**src/rtl/grid_pkg.sv**
```systemverilog
// Shared types and helpers for the grid row-clear engine.
package grid_pkg;

   localparam int ROWS_DEF = 3;
   localparam int COLS_DEF = 4;

   typedef enum logic [1:0] {
      IDLE  = 2'd0,
      SCAN  = 2'd1,
      CLEAR = 2'd2,
      DONE  = 2'd3
   } grid_state_e;

   // LSB position of row r in a packed board (row r lives at [r*cols +: cols]).
   function automatic int row_lsb(input int r, input int cols);
      return r * cols;
   endfunction

endpackage

```
**src/rtl/row_prio_arb.sv**
```systemverilog
// One-hot priority arbiter: the lowest set request bit wins. Purely combinational.
module row_prio_arb #(
   parameter int N = 3
) (
   input  logic [N-1:0] req_i,
   output logic [N-1:0] gnt_o
);

   // Two's-complement isolation of the lowest set bit.
   always_comb begin
      gnt_o = req_i & (~req_i + N'(1));
   end

endmodule

```
**src/rtl/grid_row_clear.sv**
```systemverilog
// Grid row-clear engine: repeatedly removes the topmost full row of a
// ROWS x COLS board, shifting the rows above it down and feeding in zeros.
// Build option: define ROW_CLEAR_COUNT_EN to maintain clear_count;
// otherwise no counter is built and clear_count reads 0.
//
// state | meaning
// IDLE  | in_ready high, waiting for a board
// SCAN  | look for the topmost full row
// CLEAR | remove the granted row (row_cleared pulses)
// DONE  | result held until out_ready
module grid_row_clear
   import grid_pkg::*;
#(
   parameter int ROWS  = ROWS_DEF,
   parameter int COLS  = COLS_DEF,
   parameter int CNT_W = $clog2(ROWS + 1)
) (
   input  logic                 clk,
   input  logic                 reset_n,
   input  logic                 in_valid,
   output logic                 in_ready,
   input  logic [ROWS*COLS-1:0] cell_in,
   output logic                 out_valid,
   input  logic                 out_ready,
   output logic [ROWS*COLS-1:0] board_out,
   output logic [ROWS-1:0]      row_cleared,
   output logic [CNT_W-1:0]     clear_count
);

   grid_state_e            state_q, state_d;
   logic [ROWS*COLS-1:0]   board_q, board_d;
   // row_cleared_q doubles as the latched grant during CLEAR.
   logic [ROWS-1:0]        row_cleared_q, row_cleared_d;
   logic [ROWS-1:0]        full;
   logic [ROWS-1:0]        grant;
   logic [ROWS-1:0]        at_or_above;
   logic [ROWS*COLS-1:0]   shift_mask;
   logic [ROWS*COLS-1:0]   shifted;

   // Per-row fullness of the working board.
   always_comb begin
      full = '0;
      for (int r = 0; r < ROWS; r++) begin
         full[r] = &board_q[row_lsb(r, COLS) +: COLS];
      end
   end

   row_prio_arb #(.N(ROWS)) u_arb (
      .req_i (full),
      .gnt_o (grant)
   );

   // Rows 0..k take the row above them (row 0 takes zero); rows below k keep their value.
   always_comb begin
      at_or_above = '0;
      shift_mask  = '0;
      for (int r = 0; r < ROWS; r++) begin
         at_or_above[r] = |(row_cleared_q >> r);
         shift_mask[row_lsb(r, COLS) +: COLS] = {COLS{at_or_above[r]}};
      end
      shifted = ((board_q << COLS) & shift_mask) | (board_q & ~shift_mask);
   end

   // Next-state and registered-output decode.
   always_comb begin
      state_d       = state_q;
      board_d       = board_q;
      row_cleared_d = '0;
      case (state_q)
         IDLE: begin
            if (in_valid) begin
               board_d = cell_in;
               state_d = SCAN;
            end
         end
         SCAN: begin
            if (grant == '0) begin
               state_d = DONE;
            end else begin
               row_cleared_d = grant;
               state_d       = CLEAR;
            end
         end
         CLEAR: begin
            board_d = shifted;
            state_d = SCAN;
         end
         DONE: begin
            if (out_ready) begin
               state_d = IDLE;
            end
         end
         default: state_d = IDLE;
      endcase
   end

   // State, board and row-clear pulse registers.
   always_ff @(posedge clk) begin
      if (!reset_n) begin
         state_q       <= IDLE;
         board_q       <= '0;
         row_cleared_q <= '0;
      end else begin
         state_q       <= state_d;
         board_q       <= board_d;
         row_cleared_q <= row_cleared_d;
      end
   end

`ifdef ROW_CLEAR_COUNT_EN
   logic [CNT_W-1:0] count_q, count_d;

   // Count zeroes on accept and steps once per removed row.
   always_comb begin
      count_d = count_q;
      if (state_q == IDLE && in_valid) begin
         count_d = '0;
      end else if (state_q == CLEAR) begin
         count_d = count_q + CNT_W'(1);
      end
   end

   // Cleared-row counter register.
   always_ff @(posedge clk) begin
      if (!reset_n) begin
         count_q <= '0;
      end else begin
         count_q <= count_d;
      end
   end

   assign clear_count = count_q;
`else
   assign clear_count = '0;
`endif

   assign in_ready    = (state_q == IDLE);
   assign out_valid   = (state_q == DONE);
   assign board_out   = board_q;
   assign row_cleared = row_cleared_q;

endmodule
```
**config.mk**
```make
export PLATFORM = sky130hd
export DESIGN_NAME = grid_row_clear
export DESIGN_NICKNAME = d
export VERILOG_FILES = /design/src/rtl/grid_pkg.sv /design/src/rtl/row_prio_arb.sv /design/src/rtl/grid_row_clear.sv
export SDC_FILE = /design/constraint.sdc
export NUM_CORES = 1
export LEC_CHECK = 0
export ABC_AREA = 1
export BUFFER_PORTS_ARGS = -buffer_cell sky130_fd_sc_hd__buf_2
export CORE_MARGIN = 2
export CORE_UTILIZATION = 45
export DETAILED_ROUTE_END_ITERATION = 7
export PLACE_DENSITY_LB_ADDON = 0.3
export SYNTH_ARGS = -nofsm -noshare
export SYNTH_HDL_FRONTEND = slang
export SYNTH_SLANG_ARGS = --single-unit
```
**constraint.sdc**
```tcl
create_clock -name clk -period 1.29 [get_ports clk]
set_input_delay 0.0645 -clock clk [delete_from_list [all_inputs] [get_ports clk]]
set_output_delay 0.0645 -clock clk [all_outputs]
set_load 0.1 [all_outputs]
```
==> reports/results.ini, run 1 <==
[global_routing]
antenna_found_initial=0
grt_use_total=0.1947
grt_remaining_overflow=0
grt_max_degree=12
first_global_vias=717
grt_pass1_wl_um=3001

[logic_synthesis]
syn_inst=118
ys_seq_elements=17
yosys_warnings=0
netlist_area_um2=819.5
seq_area_frac_synth=0.4153
syn_area_per_cell_um2=6.945
netlist-cell-type-count=18

[sta]
timing.setup.tns_ns=0
hold_violations=0
timing.fmax_ghz=0.8296
finalCritPeriodShare=0.9345
holdWs_ns=0.005593
rsz0062_at_grt=false
skew_ns=0.004082
min_period_ns=1.205
finalMaxSlewViolations=0
setup_viol=0

[floorplan]
dieWidth_um=46.68
die_area_um2=2179
core_um2=1727
start_util=0.4746
dieHeight_um=46.68
num_io_pins=35
rows=15

[layout]
fin_nets=170
area_delta_synth_final_pct=34.96
utilization=0.6406
nFillCells=170
final_area_um2=1106
diodes=0
seqCellArea_um2=364.1
multi_input_area_um2=452.9
drive_above_1_share=0.4183

[routing]
drc=0
wl_per_cell_um=10.61
vias_per_cell=4.826
route.vias.total=859
ant_nets=0
dr.first_iter.drc_count=15
dr.pass1.iters=4
drt-total-wl_um=1888

[clock_network]
clk_pin_slew_ns=0.10
h-tree-depth=1
cts_root_buf=clkbuf_4
clk_path_buf_depth=2
cts_tree=done
clock_latency_ns=0.29
clock_sinks=17
numCtsBuffers=3

[worst_setup_path]
critPathCaptureType=output pin
cpLargestDelayFamily=buffers and inverters
cp.required_ns=1.23
critPathBufInv=1
crit_chain=buf_2
critPathKind=flop to output pin
start_kind=flop
arrival_ns=1.14
cp_slowest_cell=buf_2
cpPeakStageDelay_ns=0.44
crit_fanout=7
r2r_setup_slack_ns=0.10

[pwr]
total_power_mw=1.775
p_comb_frac=0.456
p_clk_frac=0.167
switchingPower_mw=0.8862
leakage_nw=0.5693
power.density_nw_per_um2=1605
switching_share=0.4993
p_int_mw=0.8888
ir_worst_vdd_mv=0.9995
seqPwrFrac=0.378

[placement]
place_area_um2=1069
globalplace.congestion=0.8288
place.port_buffers=32
hpwl_um=1501

[job]
drv_cap=0

[min_path]
hold_path.class=input pin to flop

[status]
status=finished, final reports clean

-- through the flow --
step	worst slack [ns]	cells
2_1_floorplan	-0.1544	119
3_3_place_gp	0.1638	173
3_5_place_dp	0.1109	173
4_1_cts	0.08826	178
5_1_grt	0.01774	178
6_report	0.08453	178
-- final cells by class --
cell class	instances	share of cell area
multi-input cells	91	0.4095
clock buffers	3	0.02036
inverters	8	0.02715
repair buffers	33	0.1810
flip-flops and latches	17	0.3292
clock inverters	1	0.004525
well taps	25	0.02828
-- routing by layer --
layer / track usage / vias to the layer above / wire, um
li1: - / 452 / -
met1: 0.2671 / 374 / 880
met2: 0.2972 / 31 / 886
met3: 0.04706 / 2 / 117
met4: 0.06667 / 0 / 4
met5: 0 / - / 0
-- cell usage in the layout (no fill, tap or decap), drive strengths merged --
cell,n
dfxtp,17
o21ai,7
nand3,17
nand4,3
conb,2
nand2,33
a21oi,5
nor2,22
buf,32
clkinv,1
dlygate4sd3,1
nor3b,1
clkbuf,3
inv,8
nor3,1
-- power groups by stage --
| stage | sequential, mW | clock [mW] | combinational, mW |
|---|---|---|---|
| after floorplan | 1.01 | 0 | 0.321 |
| after global placement | 0.680 | 0 | 0.803 |
| after detailed placement | 0.682 | 0 | 0.810 |
| after CTS | 0.669 | 0.297 | 0.815 |
| after global routing | 0.677 | 0.322 | 0.861 |
| final | 0.671 | 0.296 | 0.809 |
-- kinds of logic (layout without fill, tap and decap cells) --
kind of cell | after synthesis | in the layout | share of synthesized area
AO/OA/AOI/OAI | 12 | 12 | 0.07327
other | 1 | 2 | 0.004576
AND/OR/NAND/NOR | 77 | 77 | 0.4473
flip-flops | 17 | 17 | 0.4153
buffers and inverters | 11 | 45 | 0.05953
-- path summary, 6_finish.rpt --
path | from | cells after the start | endpoint
worst max-delay path | row_cleared[2]$_SDFF_PP0_ | 1 | row_cleared[2]
worst min-delay path | cell_in[1] | 3 | board_out[1]$_SDFFE_PN0P_
worst max register to register | state_q[1]$_SDFFE_PN0P_ | 7 | flop
worst min register to register | flop | 2 | flop
-- cell usage after synthesis --
master,number,share of area
nand2_1,28,0.13
nor2_1,21,0.096
dfxtp_1,17,0.42
nand3_1,17,0.10
inv_1,6,0.027
o21ai_0,6,0.037
a21oi_1,5,0.031
nand2_4,3,0.041
nand4_1,3,0.023
buf_4,2,0.018
inv_2,2,0.0092
nand2_2,2,0.015
clkbuf_1,1,0.0046
conb_1,1,0.0046
nor2_8,1,0.024
nor3_1,1,0.0061
nor3b_1,1,0.0092
o21ai_1,1,0.0061
-- repair_timing --
| item | CTS | global route |
|---|---|---|
| buffers inserted | 0 | 0 |
| resized for setup | 0 | 0 |
| endpoints found under the hold margin | 1 | 0 |
| hold buffers | 1 | 0 |
Power figures use the tool's default switching activity.
==> run 2, diff against run 1 <==
- ABC_AREA: 1 -> unset
- REMOVE_ABC_BUFFERS: unset -> 1
- TNS_END_PERCENT: unset -> 5
==> run 2 against run 1 <==
Net effect:
- power is 11% lower
- final area rose by 9.7%
- critical path type unchanged
- die area decreased by 1.3%
- count of clock-buffer cells in the layout up 1
==> reports/results.ini, run 2 <==
[sta]
setup_viol=0  ; unchanged
finalMaxSlewViolations=0  ; unchanged
rsz0062_at_grt=true
timing.fmax_ghz=0.7967  ; -4.0%
hold_violations=0  ; unchanged
finalCritPeriodShare=0.9730  ; +0.03848
min_period_ns=1.255  ; +0.04964 ns
timing.setup.tns_ns=0  ; unchanged
skew_ns=0.0004571  ; -0.003624 ns

[logic_synthesis]
seq_area_frac_synth=0.4211  ; +0.005785
syn_area_per_cell_um2=9.291  ; +34%
yosys_warnings=0  ; unchanged
synth.area.top_cells=dfxtp_1 (42%), a221o_1 (5.0%), a32o_1 (5.0%), nand2_1 (4.6%), o221ai_1 (4.3%)
synth_most_common_cell=dfxtp_1
netlist-cell-type-count=28  ; +10
netlist_area_um2=808.3  ; -1.4%
synth_edf_count=0  ; unchanged
syn_inst=87  ; -26%
yosysTopAreaCell=dfxtp_1
synth_common_cells=dfxtp_1 (17), nand2_1 (10), a21oi_1 (5), inv_1 (5)
synth-async-reset-ratio=0  ; unchanged
ys_seq_elements=17  ; unchanged
yosysTopAreaCellShare=0.4211  ; +0.005785
synth_ff_type=dfxtp_1

[layout]
seqCellArea_um2=341.6  ; -6.2%
diodes=0  ; unchanged
drive_above_1_share=0.3456  ; -0.07271
multi_input_area_um2=402.9  ; -11%
nFillCells=140  ; -18%
fin_nets=153  ; -10%
final_area_um2=1214  ; +9.7%
final_common_cell=buf_2
most-common-layout-cells=buf_2 (29), dfxtp_1 (16), dlygate4sd3_1 (13)
area_delta_synth_final_pct=50.15

[worst_setup_path]
r2r_cells=3  ; -4
critPathKind=flop to output pin
arrival_ns=1.19  ; +0.05 ns
cp_slowest_cell=dfxtp_2
critPathCaptureType=output pin
crit_fanout=8  ; +1
crit_chain=buf_4 > nor2_1 > buf_12
crit_cells=3  ; +2
cpLargestDelayFamily=flip-flops
cpPeakStageDelay_ns=0.36  ; -0.08 ns
cp.required_ns=1.23  ; about the same
start_kind=flop
critPathBufInv=2  ; +1

[pwr]
power.density_nw_per_um2=1297  ; -19%
ir_worst_vdd_mv=0.8751  ; -12%
leakage_nw=0.5265  ; -7.5%

[routing]
ant_nets=0  ; unchanged
route.vias.total=808  ; -5.9%
dr.first_iter.drc_count=8  ; -7
wl_per_cell_um=12.71  ; +20%
vias_per_cell=5.019  ; +4.0%
drc=0  ; unchanged
drt-total-wl_um=2047  ; +8.4%
dr.pass1.iters=4  ; unchanged

[clock_network]
cts_tree=done
clk_pin_slew_ns=0.10  ; about the same
numCtsBuffers=3  ; unchanged
clk_path_buf_depth=2  ; unchanged
clock_latency_ns=0.29  ; about the same
h-tree-depth=1  ; unchanged
clock_sinks=17  ; unchanged
cts_setup_buffers=0  ; unchanged
cts_root_buf=clkbuf_4

[global_routing]
grt_remaining_overflow=0  ; unchanged
grt_max_degree=12  ; unchanged
grt_use_total=0.2087  ; +0.01394
antenna_found_initial=0  ; unchanged
grt_pass1_wl_um=3146  ; +4.8%
first_global_vias=716  ; -0.14%

[placement]
place_area_um2=1047  ; -2.0%
place.port_buffers=32  ; unchanged
globalplace.congestion=0.8464  ; +2.1%
hpwl_um=1540  ; +2.6%

[min_path]
min_delay_path_depth=3  ; unchanged
hold_path.class=input pin to flop

[floorplan]
start_util=0.4733  ; -0.001378
dieWidth_um=46.38  ; -0.63%
dieHeight_um=46.38  ; -0.63%
die_area_um2=2151  ; -1.3%
num_io_pins=35  ; unchanged
rows=15  ; unchanged
core_um2=1708  ; -1.1%

[job]
drv_cap=0  ; unchanged

[status]
status=finished, final reports clean

==> run 2: cell count changes in the layout (fill, tap and decap cells not counted), moves of 5 or more <==
cell / before / now
buf_4: 0 / 5
dfxtp_1: 0 / 16
dfxtp_2: 16 / 1
dlygate4sd3_1: 1 / 13
nand2_1: 27 / 10
nand3_1: 17 / 0
nor2_1: 20 / 2
o21ai_0: 6 / 1
==> run 2: cell families (layout without fill, tap and decap cells) <==
| group | Yosys count | count (layout) | synth area share |
|---|---|---|---|
| flip-flops | 17 | 17 | 0.4211 |
| other | 1 | 2 | 0.004640 |
| buffers and inverters | 12 | 60 | 0.09597 |
| AO/OA/AOI/OAI | 24 | 24 | 0.2260 |
| AND/OR/NAND/NOR | 33 | 33 | 0.2523 |
==> run 2: final cells by class <==
class                      count  share of cell area
clock buffer                   4             0.02165
tap                           25             0.02577
timing repair buffer          51              0.3237
inverter                       5             0.01546
multi-input combinational     59              0.3320
sequential                    17              0.2814
==> run 2: stage by stage <==
step                      hold slack (ns)    util  setup WS [ns]  power [mW]  instances
after floorplan                    0.1564       -        -0.5166       1.094         81
after global placement             0.2651  0.6132         0.1041       1.253        144
after detailed placement           0.2571  0.6132        0.03078       1.265        144
after CTS                          0.1083  0.7055        0.03192       1.576        161
after global routing               0.1363  0.7106       -0.02220       1.636        161
final                              0.1216  0.7106        0.03489       1.574        161
==> run 2: worst paths after layout <==
path,start,endpoint,slack (ns)
worst max-delay path,state_q[0]$_SDFFE_PN0P_,in_ready,0.03
worst max register to register,row_cleared[2]$_SDFF_PP0_,board_out[2]$_SDFFE_PN0P_,0.06
worst min-delay path,reset_n,state_q[1]$_SDFFE_PN0P_,0.12
worst min register to register,board_out[0]$_SDFFE_PN0P_,row_cleared[0]$_SDFF_PP0_,0.53
==> run 2: tightest hold or removal path: stages <==
cell	delay [ns]
buf_2	0.18
nand2_4	0.10
a21oi_1	0.03
==> run 2: repair_timing <==
item | 4_1_cts | 5_1_grt
cloned | 0 | 0
endpoints found under the hold margin | 13 | 0
hold buffers | 13 | 0
setup endpoints to repair | 1 | 13
resized for setup | 1 | 2
==> run 2: power breakdown <==
part | internal, mW | switching, mW | total [mW]
clock network | 0.120 | 0.166 | 0.286
registers | 0.572 | 0.0500 | 0.622
logic | 0.193 | 0.474 | 0.667
==> run 2: routing by layer <==
layer | GRT usage | share of wire | vias up
met1 | 0.2470 | 0.42 | 373
met4 | 0.08571 | 0.0059 | 0
li1 | - | - | 410
met2 | 0.3639 | 0.53 | 23
met3 | 0.03922 | 0.042 | 2
met5 | 0 | 0 | -
==> run 3, diff against run 2 <==
- CORE_UTILIZATION: 45 -> 46
- SYNTH_HIERARCHICAL: unset -> 1
==> run 3 against run 2 <==
Net effect:
- the run now ends with setup timing left
- global-route usage rose by 1.2 points
- non-clock buffer count fell by 6
- clock power fell by 2%
- first-iteration DRC count grew to 2.6 times the previous value
- clock skew increased by 0.00085 ns
- synthesized area is 8.2% higher
- die area increased by 5.4%
- worst hold slack worse by 0.080 ns
- largest cell class unchanged
- highest routed layer unchanged
==> reports/results.ini, run 3 <==
[placement]
globalplace.congestion=0.7918  ; -6.5%
place_area_um2=1130  ; +7.9%
place.port_buffers=32  ; unchanged
hpwl_um=1667  ; +8.2%
pre_cts_slack_ns=-0.02484  ; -0.05562 ns

[global_routing]
grt_max_degree=14  ; +2
first_global_vias=817  ; +14%
grt_pass1_wl_um=3491  ; +11%
grt_use_total=0.2207  ; +0.01201
grt_remaining_overflow=0  ; unchanged
antenna_found_initial=0  ; unchanged

[floorplan]
num_io_pins=35  ; unchanged
start_util=0.4957  ; +0.02248
dieWidth_um=47.61  ; +2.6%
die_area_um2=2266  ; +5.4%
core_um2=1764  ; +3.3%
rows=15  ; unchanged
dieHeight_um=47.61  ; +2.6%

[layout]
nFillCells=149  ; +6.4%
diodes=0  ; unchanged
final_area_um2=1235  ; +1.8%
most-common-layout-cells=buf_2 (28), dfxtp_1 (15), nand2_1 (9)
final_common_cell=buf_2
area_delta_synth_final_pct=41.20
drive_above_1_share=0.4113  ; +0.06576
fin_nets=158  ; +3.3%

[routing]
drc=0  ; unchanged
drt-total-wl_um=2302  ; +12%
wl_per_cell_um=13.87  ; +9.1%
dr.pass1.iters=4  ; unchanged
route.vias.total=918  ; +14%
vias_per_cell=5.530  ; +10%
dr.first_iter.drc_count=21  ; +13
ant_nets=0  ; unchanged

[worst_setup_path]
start_kind=flop
crit_fanout=6  ; -2
cp.required_ns=1.48  ; +0.25 ns
worstReg2RegStart=state_q[1]$_SDFFE_PN0P_
arrival_ns=1.50  ; +0.31 ns
critPathCaptureType=flop
critPathKind=flop to flop
worstSetupStartpoint=state_q[1]$_SDFFE_PN0P_

[logic_synthesis]
synth_most_common_cell=dfxtp_1
ys_seq_elements=17  ; unchanged
syn_area_per_cell_um2=8.924  ; -3.9%
synth-async-reset-ratio=0  ; unchanged
netlist-cell-type-count=34  ; +21%
synth.area.top_cells=dfxtp_1 (39%), a32o_1 (4.6%), nor2b_1 (4.3%), a21oi_1 (4.0%), nand2_1 (3.9%)
netlist_area_um2=874.6  ; +8.2%
yosysTopAreaCell=dfxtp_1
synth_edf_count=0  ; unchanged
yosysTopAreaCellShare=0.3891  ; -0.03193
synth_common_cells=dfxtp_1 (17), nand2_1 (9), a21oi_1 (7), nor2b_1 (6)
yosys_warnings=6  ; +6
syn_inst=98  ; +13%
synth_ff_type=dfxtp_1
seq_area_frac_synth=0.3891  ; -0.03193

[clock_network]
clk_pin_slew_ns=0.09  ; about the same
h-tree-depth=1  ; unchanged
cts_root_buf=clkbuf_4
numCtsBuffers=3  ; unchanged
cts_tree=done
clock_latency_ns=0.28  ; about the same
clock_sinks=17  ; unchanged
clk_path_buf_depth=2  ; unchanged

[sta]
skew_ns=0.001304  ; +0.0008470 ns
hold_violations=0  ; unchanged
finalMaxSlewViolations=0  ; unchanged
min_period_ns=1.310  ; +0.05499 ns
rsz0062_at_grt=true
timing.fmax_ghz=0.7633  ; -4.2%
finalCritPeriodShare=1.016  ; +0.04262
setup_viol=1  ; +1
layout_setup_ws_ns=-0.02010  ; -0.05499 ns

[pwr]
leakage_nw=0.5732  ; +8.9%
seqPwrFrac=0.384  ; -0.011
ir_worst_vdd_mv=0.8126  ; -7.1%
p_clk_frac=0.176  ; -0.006
switchingPower_mw=0.7040  ; +2.1%
p_int_mw=0.8855  ; +0.10%
power.density_nw_per_um2=1287  ; -0.76%
p_comb_frac=0.440  ; +0.017
switching_share=0.4429  ; +0.004878

[status]
violations=setup timing
status=finished with violations

[min_path]
hold_path.class=input pin to flop
worstHoldStart=cell_in[11]

[job]
drv_cap=0  ; unchanged

[run 3: layer usage]
metal | part of all wire | global-route usage | wire length, um | vias up
met5 | 0 | 0 | 0 | -
met4 | 0.024 | 0.08108 | 56 | 0
met3 | 0.073 | 0.03396 | 168 | 10
met2 | 0.47 | 0.3838 | 1075 | 53
met1 | 0.44 | 0.2752 | 1002 | 411
li1 | - | - | - | 444
[run 3: final timing paths]
kind,endpoint,slack (ns),cells past startpoint
worst min register to register,flop,0.53,2
worst max register to register,flop,-0.02,3
worst min-delay path,flop,0.04,3
worst max-delay path,flop,-0.02,3
[run 3: stage by stage]
stage | power [mW] | setup TNS, ns | util | std cells | hold slack, ns
finish | 1.589 | -0.02010 | 0.7000 | 166 | 0.04132
global route | 1.662 | -0.01464 | 0.7000 | 166 | 0.04969
CTS | 1.577 | -0.004199 | 0.6887 | 166 | 0.03775
detailed placement | 1.286 | -0.03002 | 0.6404 | 157 | 0.2712
global placement | 1.275 | 0 | 0.6404 | 157 | 0.2685
floorplan | 1.114 | -7.450 | - | 92 | 0.1561
[run 3: power groups by stage]
stage                     Combinational (mW)  Clock, mW  Sequential, mW
after detailed placement               0.667          0           0.619
after global placement                 0.658          0           0.616
after floorplan                        0.210          0           0.904
after global routing                   0.728      0.315           0.619
after CTS                              0.685      0.284           0.608
final                                  0.699      0.280           0.610
[run 3: cell type report]
type,instances,area [um^2],area share
Tap cell,25,31.28,0.02533
Timing Repair Buffer,45,321.6,0.2604
Inverter,3,11.26,0.009119
Clock buffer,4,26.28,0.02128
Multi-Input combinational cell,72,499.2,0.4043
Sequential cell,17,345.3,0.2796
[run 3: worst max-delay path: stages, from the launching register on]
cell and delay [ns]:
dfxtp_2 0.36, or3b_4 0.43, and2_4 0.18, a311oi_2 0.24
[run 3: logic make-up after synthesis]
kind of cell	count (synthesis)	synth area share
AND/OR/NAND/NOR	43	0.3019
AO/OA/AOI/OAI	26	0.2289
buffers and inverters	10	0.06437
flip-flops	17	0.3891
multiplexers	1	0.01145
other	1	0.004288
[run 3: timing repair]
action	CTS	global route
hold endpoints to repair	5	0
hold buffers	5	0
setup buffers	0	0
endpoints found under the setup margin	4	7
resized for setup	3	6
pin swaps	0	2
